**src/rtl/solomon_vram_arbiter.sv**
```systemverilog
// Single-port VRAM arbiter: video > sprite > CPU, with a CPU starvation override.
// Optional wait/peak statistics are built when SOLOMON_VRAM_ARB_STATS_EN is defined.
module solomon_vram_arbiter #(
  parameter int AW          = 11,
  parameter int DW          = 8,
  parameter int RAM_LAT     = 1,
  parameter int CPU_MAXWAIT = 6
) (
  input  logic          VCLKx4,
  input  logic          RESET,
  input  logic          VREQ,
  input  logic [AW-1:0] VAD,
  output logic          VACK,
  output logic          VDV,
  output logic [DW-1:0] VDT,
  input  logic          SREQ,
  input  logic [AW-1:0] SAD,
  output logic          SACK,
  output logic          SDV,
  output logic [DW-1:0] SDT,
  input  logic          CREQ,
  input  logic          CWR,
  input  logic [AW-1:0] CAD,
  input  logic [DW-1:0] CID,
  output logic          CWAIT,
  output logic          CDV,
  output logic [DW-1:0] COD,
  output logic [AW-1:0] RAD,
  output logic          RWE,
  output logic [DW-1:0] RWD,
`ifdef SOLOMON_VRAM_ARB_STATS_EN
  input  logic          STAT_CLR,
  output logic [15:0]   STAT_WAIT,
  output logic [3:0]    STAT_PEAK,
`endif
  input  logic [DW-1:0] RRD
);

  localparam int CW = 4;

  typedef enum logic [1:0] {
    OWN_V = 2'd0,
    OWN_S = 2'd1,
    OWN_C = 2'd2
  } own_t;

  typedef struct packed {
    logic vld;
    own_t own;
  } tag_t;

  logic [CW-1:0] cnt;
  logic          done;
  logic          c_elig;
  logic          starve;
  logic          gv, gs, gc;
  logic          g_any;
  logic [AW-1:0] g_addr;
  tag_t          new_tag;
  tag_t [RAM_LAT:0] tags;

  assign c_elig = CREQ & ~done;
  assign starve = c_elig & (cnt == CW'(CPU_MAXWAIT));

  always_comb begin
    gv = 1'b0;
    gs = 1'b0;
    gc = 1'b0;
    priority case (1'b1)
      starve:  gc = 1'b1;
      VREQ:    gv = 1'b1;
      SREQ:    gs = 1'b1;
      c_elig:  gc = 1'b1;
      default: ;
    endcase
  end

  always_comb begin
    g_addr      = CAD;
    new_tag.vld = 1'b0;
    new_tag.own = OWN_C;
    if (gv) begin
      g_addr      = VAD;
      new_tag.vld = 1'b1;
      new_tag.own = OWN_V;
    end else if (gs) begin
      g_addr      = SAD;
      new_tag.vld = 1'b1;
      new_tag.own = OWN_S;
    end else if (gc) begin
      new_tag.vld = ~CWR;
    end
  end

  assign g_any = gv | gs | gc;
  assign VACK  = gv;
  assign SACK  = gs;
  assign CWAIT = CREQ & ~done & ~gc;

  always_ff @(posedge VCLKx4 or posedge RESET) begin
    if (RESET) begin
      RAD  <= '0;
      RWE  <= 1'b0;
      RWD  <= '0;
      tags <= '0;
      VDV  <= 1'b0;
      SDV  <= 1'b0;
      CDV  <= 1'b0;
      VDT  <= '0;
      SDT  <= '0;
      COD  <= '0;
      done <= 1'b0;
      cnt  <= '0;
    end else begin
      RWE <= gc & CWR;
      if (g_any) begin
        RAD <= g_addr;
        RWD <= CID;
      end
      tags[0] <= new_tag;
      for (int i = 1; i <= RAM_LAT; i++) tags[i] <= tags[i-1];
      // Tag leaving the pipe lines up with RRD for its own address
      VDV <= 1'b0;
      SDV <= 1'b0;
      CDV <= 1'b0;
      if (tags[RAM_LAT].vld) begin
        case (tags[RAM_LAT].own)
          OWN_V: begin VDV <= 1'b1; VDT <= RRD; end
          OWN_S: begin SDV <= 1'b1; SDT <= RRD; end
          default: begin CDV <= 1'b1; COD <= RRD; end
        endcase
      end
      if (!CREQ)   done <= 1'b0;
      else if (gc) done <= 1'b1;
      if (!CREQ || gc)
        cnt <= '0;
      else if (c_elig && cnt != CW'(CPU_MAXWAIT))
        cnt <= cnt + 1'b1;
    end
  end

`ifdef SOLOMON_VRAM_ARB_STATS_EN
  always_ff @(posedge VCLKx4 or posedge RESET) begin
    if (RESET) begin
      STAT_WAIT <= '0;
      STAT_PEAK <= '0;
    end else if (STAT_CLR) begin
      STAT_WAIT <= '0;
      STAT_PEAK <= '0;
    end else begin
      if (CWAIT && STAT_WAIT != 16'hFFFF) STAT_WAIT <= STAT_WAIT + 1'b1;
      if (cnt > STAT_PEAK) STAT_PEAK <= cnt;
    end
  end
`endif

endmodule

```
**config.mk**
```make
export PLATFORM = sky130hd
export DESIGN_NAME = solomon_vram_arbiter
export DESIGN_NICKNAME = d
export VERILOG_FILES = /design/src/rtl/solomon_vram_arbiter.sv
export SDC_FILE = /design/constraint.sdc
export NUM_CORES = 1
export LEC_CHECK = 0
export BUFFER_PORTS_ARGS = -buffer_cell sky130_fd_sc_hd__buf_4
export CORE_ASPECT_RATIO = 0.7
export CORE_UTILIZATION = 51
export DETAILED_ROUTE_END_ITERATION = 8
export GPL_TIMING_DRIVEN = 0
export PLACE_DENSITY = 0.92
export SKIP_LAST_GASP = 1
export SYNTH_ARGS = -nofsm -noshare
export SYNTH_HDL_FRONTEND = slang
export SYNTH_SLANG_ARGS = --single-unit
```
**constraint.sdc**
```tcl
create_clock -name VCLKx4 -period 3.5 [get_ports VCLKx4]
set_input_delay 0.7 -clock VCLKx4 [delete_from_list [all_inputs] [get_ports VCLKx4]]
set_output_delay 0.7 -clock VCLKx4 [all_outputs]
set_load 0.005 [all_outputs]
```
# Word level (Yosys, flattened, before mapping)
# Index checks and enable logic that the tools add are counted.
[totals] reg_bits=58 latch_bits=0 ram_bits=0 romBits=0 inputBits=55 out_inout_bits=50 n_memories=0
[op_classes] n_addsub=1 multipliers=0 n_div=0 magnitude_cmp=0 n_eq_ne=4 shift=0 n_mux=25 n_bitwise=10 n_reduce_logical=9
[ops] operator="11-bit two-way mux" count=2
[ops] operator="1-bit two-way mux" count=19
[ops] operator="4-bit two-way mux" count=2
[ops] operator="2-bit AND reduction" count=3
[ops] operator="4-bit by 1-bit adder with 4-bit output, second input constant" count=1
[ops] operator="1-bit bitwise AND" count=4
[ops] operator="4-bit by 3-bit equality test with 1-bit output, second input constant" count=1
[ops] operator="4-bit by 3-bit inequality test with 1-bit output, second input constant" count=1
[ops] operator="1-bit NOT" count=4
[ops] operator="3-bit two-way mux" count=1
[ops] operator="2-bit by 1-bit equality test with 1-bit output, second input constant" count=1
[ops] operator="2-bit zero test" count=1
[ops] operator="2-bit two-way mux" count=1
[ops] operator="2-bit by 1-bit inequality test with 1-bit output, second input constant" count=1
[ops] operator="1-bit OR" count=2
[ops] operator="2-bit nonzero test" count=1
[ops] operator="2-bit OR reduction" count=1
[ops] operator="1-bit logical AND" count=1
[ops] operator="1-bit zero test" count=1
[ops] operator="1-bit logical OR" count=1

# Logic depth before layout (Yosys ltp)
[depth] depth_word=9 ltp_mapped=7 ltp_nobuf=6

# Worst setup path after synthesis
# No wires, ideal clock.
[synth_path] path_kind="input -> output" startpoint="input port CREQ" endpoint="output port SACK" arrival_ps=1289 t_required_ps=2800 slack_ps=1511 stages=5 path_buffers=1 path_cell_list="and2b_4 > nand2_1 > nand2_1 > buf_2 > inv_1"
[synth_between] elab_chain_cells=3
[synth_lines] item="start, declared" line_no="21" text="input logic CREQ,"
[synth_lines] item="1-bit bitwise AND" line_no="62" text="assign c_elig = CREQ & ~done;"
[synth_lines] item="1-bit bitwise AND" line_no="63" text="assign starve = c_elig & (cnt == CW'(CPU_MAXWAIT));"
[synth_lines] item="1-bit two-way mux" line_no="69" text="priority case (1'b1)"
[synth_lines] item="end, declared" line_no="18" text="output logic SACK,"
# No other way between the ends.

# Worst setup path in the final report
[layout_path] startpoint="register cnt[0]" endpoint="output port SACK"
[layout_between] elab_chain_cells=3
[layout_lines] item="start, declared" line_no="52" text="logic [CW-1:0] cnt;"
[layout_lines] item="start signal, assigned" line_no="138" text="cnt <= cnt + 1'b1;"
[layout_lines] item="4-bit by 3-bit equality test with 1-bit output" line_no="63"
[layout_lines] item="1-bit bitwise AND" line_no="63"
[layout_lines] item="1-bit two-way mux" line_no="69"
# No other way between the ends.

==> impl_metrics.env <==
export IMPL_io_pins=105
export IMPL_max_stage_delay_ps=420
export IMPL_cts_resized=0
export IMPL_drc=0
export IMPL_ir_drop_v=0.000377
export IMPL_cts_tree="built"
export IMPL_initialDrtViolationCount=99
export IMPL_cp_slowest_cell="dfrtp_1"
export IMPL_yosysSeqAreaShare_pct=58.6
export IMPL_root_buffer="clkbuf_8"
export IMPL_final_cell_mix="107 x buf_4, 58 x dfrtp_1, 55 x nand2_1"
export IMPL_cts_hold_fix_buffers=0
export IMPL_path_clk_slew_ps=70
export IMPL_routed_wl_um=6070
export IMPL_diodes=0
export IMPL_start_util_pct=55.0
export IMPL_synthToLayoutAreaGrowth_pct=43.3
export IMPL_routedWlPerCell_um=15.3
export IMPL_holdWs_ps=354
export IMPL_dieHeight_um=60.3
export IMPL_hold_class="register to register"
export IMPL_fin_skew_ps=7.82
export IMPL_grt_overflow=0
export IMPL_slew_violations=0
export IMPL_dp_hpwl_um=4450
export IMPL_drive_gt1_share_pct=47.2
export IMPL_tns_ps=0
export IMPL_cp_end_kind="primary output"
export IMPL_cts_htree_levels=3
export IMPL_cts_setup_buffers=0
export IMPL_synth_edf_count=0
export IMPL_hold_viol=0
export IMPL_grt_max_degree=40
export IMPL_vias=2031
export IMPL_max_cap_violations=0
export IMPL_detail_route_antenna_nets=0
export IMPL_die_area_mm2=0.00514
export IMPL_clkSinkCount=58
export IMPL_placed_cell_area_mm2=0.00335
export IMPL_relSlewSlack_pct=62.4
export IMPL_globalRouteTotalUtil_pct=24.3
export IMPL_rows=20
export IMPL_status="finished clean"
export IMPL_p_per_area_mw_per_mm2=499
export IMPL_ys_ff_latch=58
export IMPL_leakage_uw=0.00181
export IMPL_drtPass1Iterations=4
export IMPL_syn_area_per_cell_um2=11.3
export IMPL_cp_required_ps=2800
export IMPL_setup_viol=0
export IMPL_clock_path_buffers=2
export IMPL_crit_chain="inv_1 > ha_1 > and3b_1 > nand2_1 > nand2_1 > buf_2 > inv_1 > buf_4"
export IMPL_design_area_mm2=0.00355
export IMPL_cp_max_fo=10
export IMPL_fp_dieW_um=85.3
export IMPL_crit_arrival_ps=1890
export IMPL_clk_latency_ps=330
export IMPL_synth_cells=220
export IMPL_nets=393
export IMPL_clock_fmax_mhz=385
export IMPL_crit_type="register to primary output"
export IMPL_ys_async_sr_fraction_pct=100
export IMPL_fin_cells=396
export IMPL_core_area_mm2=0.00450
export IMPL_rsz0062_at_grt="no"
export IMPL_layout_commonest_cell="buf_4"
export IMPL_ys_types=35
export IMPL_final_core_util_pct=78.8
export IMPL_fill_cells=277
export IMPL_synthFlopType="dfrtp_1"
export IMPL_synth_area_mm2=0.00248
export IMPL_numCtsBuffers=9
export IMPL_syn_nets=277
export IMPL_synth_warnings=0
export IMPL_period_needed_ps=2590
export IMPL_place_congestion=0.752
export IMPL_antenna_found_initial=0
export IMPL_viasPerCell=5.13
export IMPL_post_route_period_util_pct=74.1
export IMPL_worst_pin_slew_ps=562
export IMPL_cp_start_kind="register"
export IMPL_dp_cells=380
export IMPL_grt_pass1_wl_um=9110
export IMPL_portBuffers=104
export IMPL_grt_pass1_vias=1874
## worst paths after layout
| kind | from | end | slack, ps | cells past startpoint |
|---|---|---|---|---|
| setup / recovery | cnt[0] | SACK | 910 | 8 |
| max in group asynchronous | RESET | cnt[3] | 2580 | 3 |
| hold / removal | tags[1] | tags[4] | 350 | 0 |
| setup reg to reg | cnt[0] | RAD[0] | 1810 | 7 |
| min in group asynchronous | RESET | COD[4] | 370 | 2 |
| hold reg to reg | tags[1] | tags[4] | 350 | 0 |
## final cells by class
cell class	count	area, µm²	share of cell area, %
clock inverter	6	65.1	1.83
sequential	58	1450	40.9
buffer	8	53.8	1.52
inverter	17	63.8	1.80
clock buffer	10	138	3.88
multi-input combinational	137	907	25.6
timing repair buffer	105	801	22.6
tap	55	68.8	1.94
## metal layers
metal | global-route usage [%] | vias up | share of wire, %
met5 | 0 | - | 0
met4 | 7.86 | 0 | 0.61
met3 | 7.46 | 5 | 5.0
met2 | 42.2 | 63 | 51
met1 | 29.8 | 982 | 43
li1 | - | 981 | -
## cell families after synthesis
| kind of cell | after synthesis | share of synthesized area, % |
|---|---|---|
| buf+inv | 25 | 4.75 |
| flops | 58 | 58.6 |
| simple gates | 86 | 15.6 |
| fa+ha+maj | 2 | 1.01 |
| mux | 16 | 7.28 |
| compound gates | 33 | 12.7 |
## critical path: cells and delay by family, from the launching register on
kind / cells / cell delay, ps
adder cells (fa/ha/maj): 1 / 160
AND/OR/NAND/NOR: 3 / 440
flip-flops: 1 / 420
buffers and inverters: 4 / 550
## per-stage QoR
stage               setup slack, ps  power [µW]
floorplan                      1370         944
global placement                704        1140
detailed placement             1080        1160
CTS                             886        1780
global route                    727        1840
finish                          905        1770
## power by group
group	internal (µW)	total [µW]	switching [µW]
sequential	752	798	46.0
clock	349	623	274
combinational	204	350	145
total	1310	1770	465
## cells in the mapped netlist (2+ instances only)
cell | number | share of area [%]
nor2_1 | 13 | 2.0
nand3b_1 | 2 | 0.61
o21ai_0 | 3 | 0.61
a221oi_2 | 9 | 5.5
dfrtp_1 | 58 | 59
a21boi_1 | 2 | 0.61
ha_1 | 2 | 1.0
mux2_2 | 16 | 7.3
inv_1 | 16 | 2.4
o22ai_2 | 3 | 1.5
and2_1 | 2 | 0.51
nor3b_1 | 2 | 0.61
buf_4 | 3 | 0.91
nand2_1 | 55 | 8.3
nor2b_1 | 2 | 0.51
buf_2 | 4 | 0.81
o22ai_1 | 8 | 2.0
nand3_1 | 3 | 0.61
## registers in the layout, summed over array words and instances (netlist names)
name,count
RAD,11
COD,8
RWD,8
SDT,8
VDT,8
tags,6
cnt,4
CDV,1
RWE,1
SDV,1
VDV,1
done,1
Note: power is estimated with default switching activity, not from simulation.
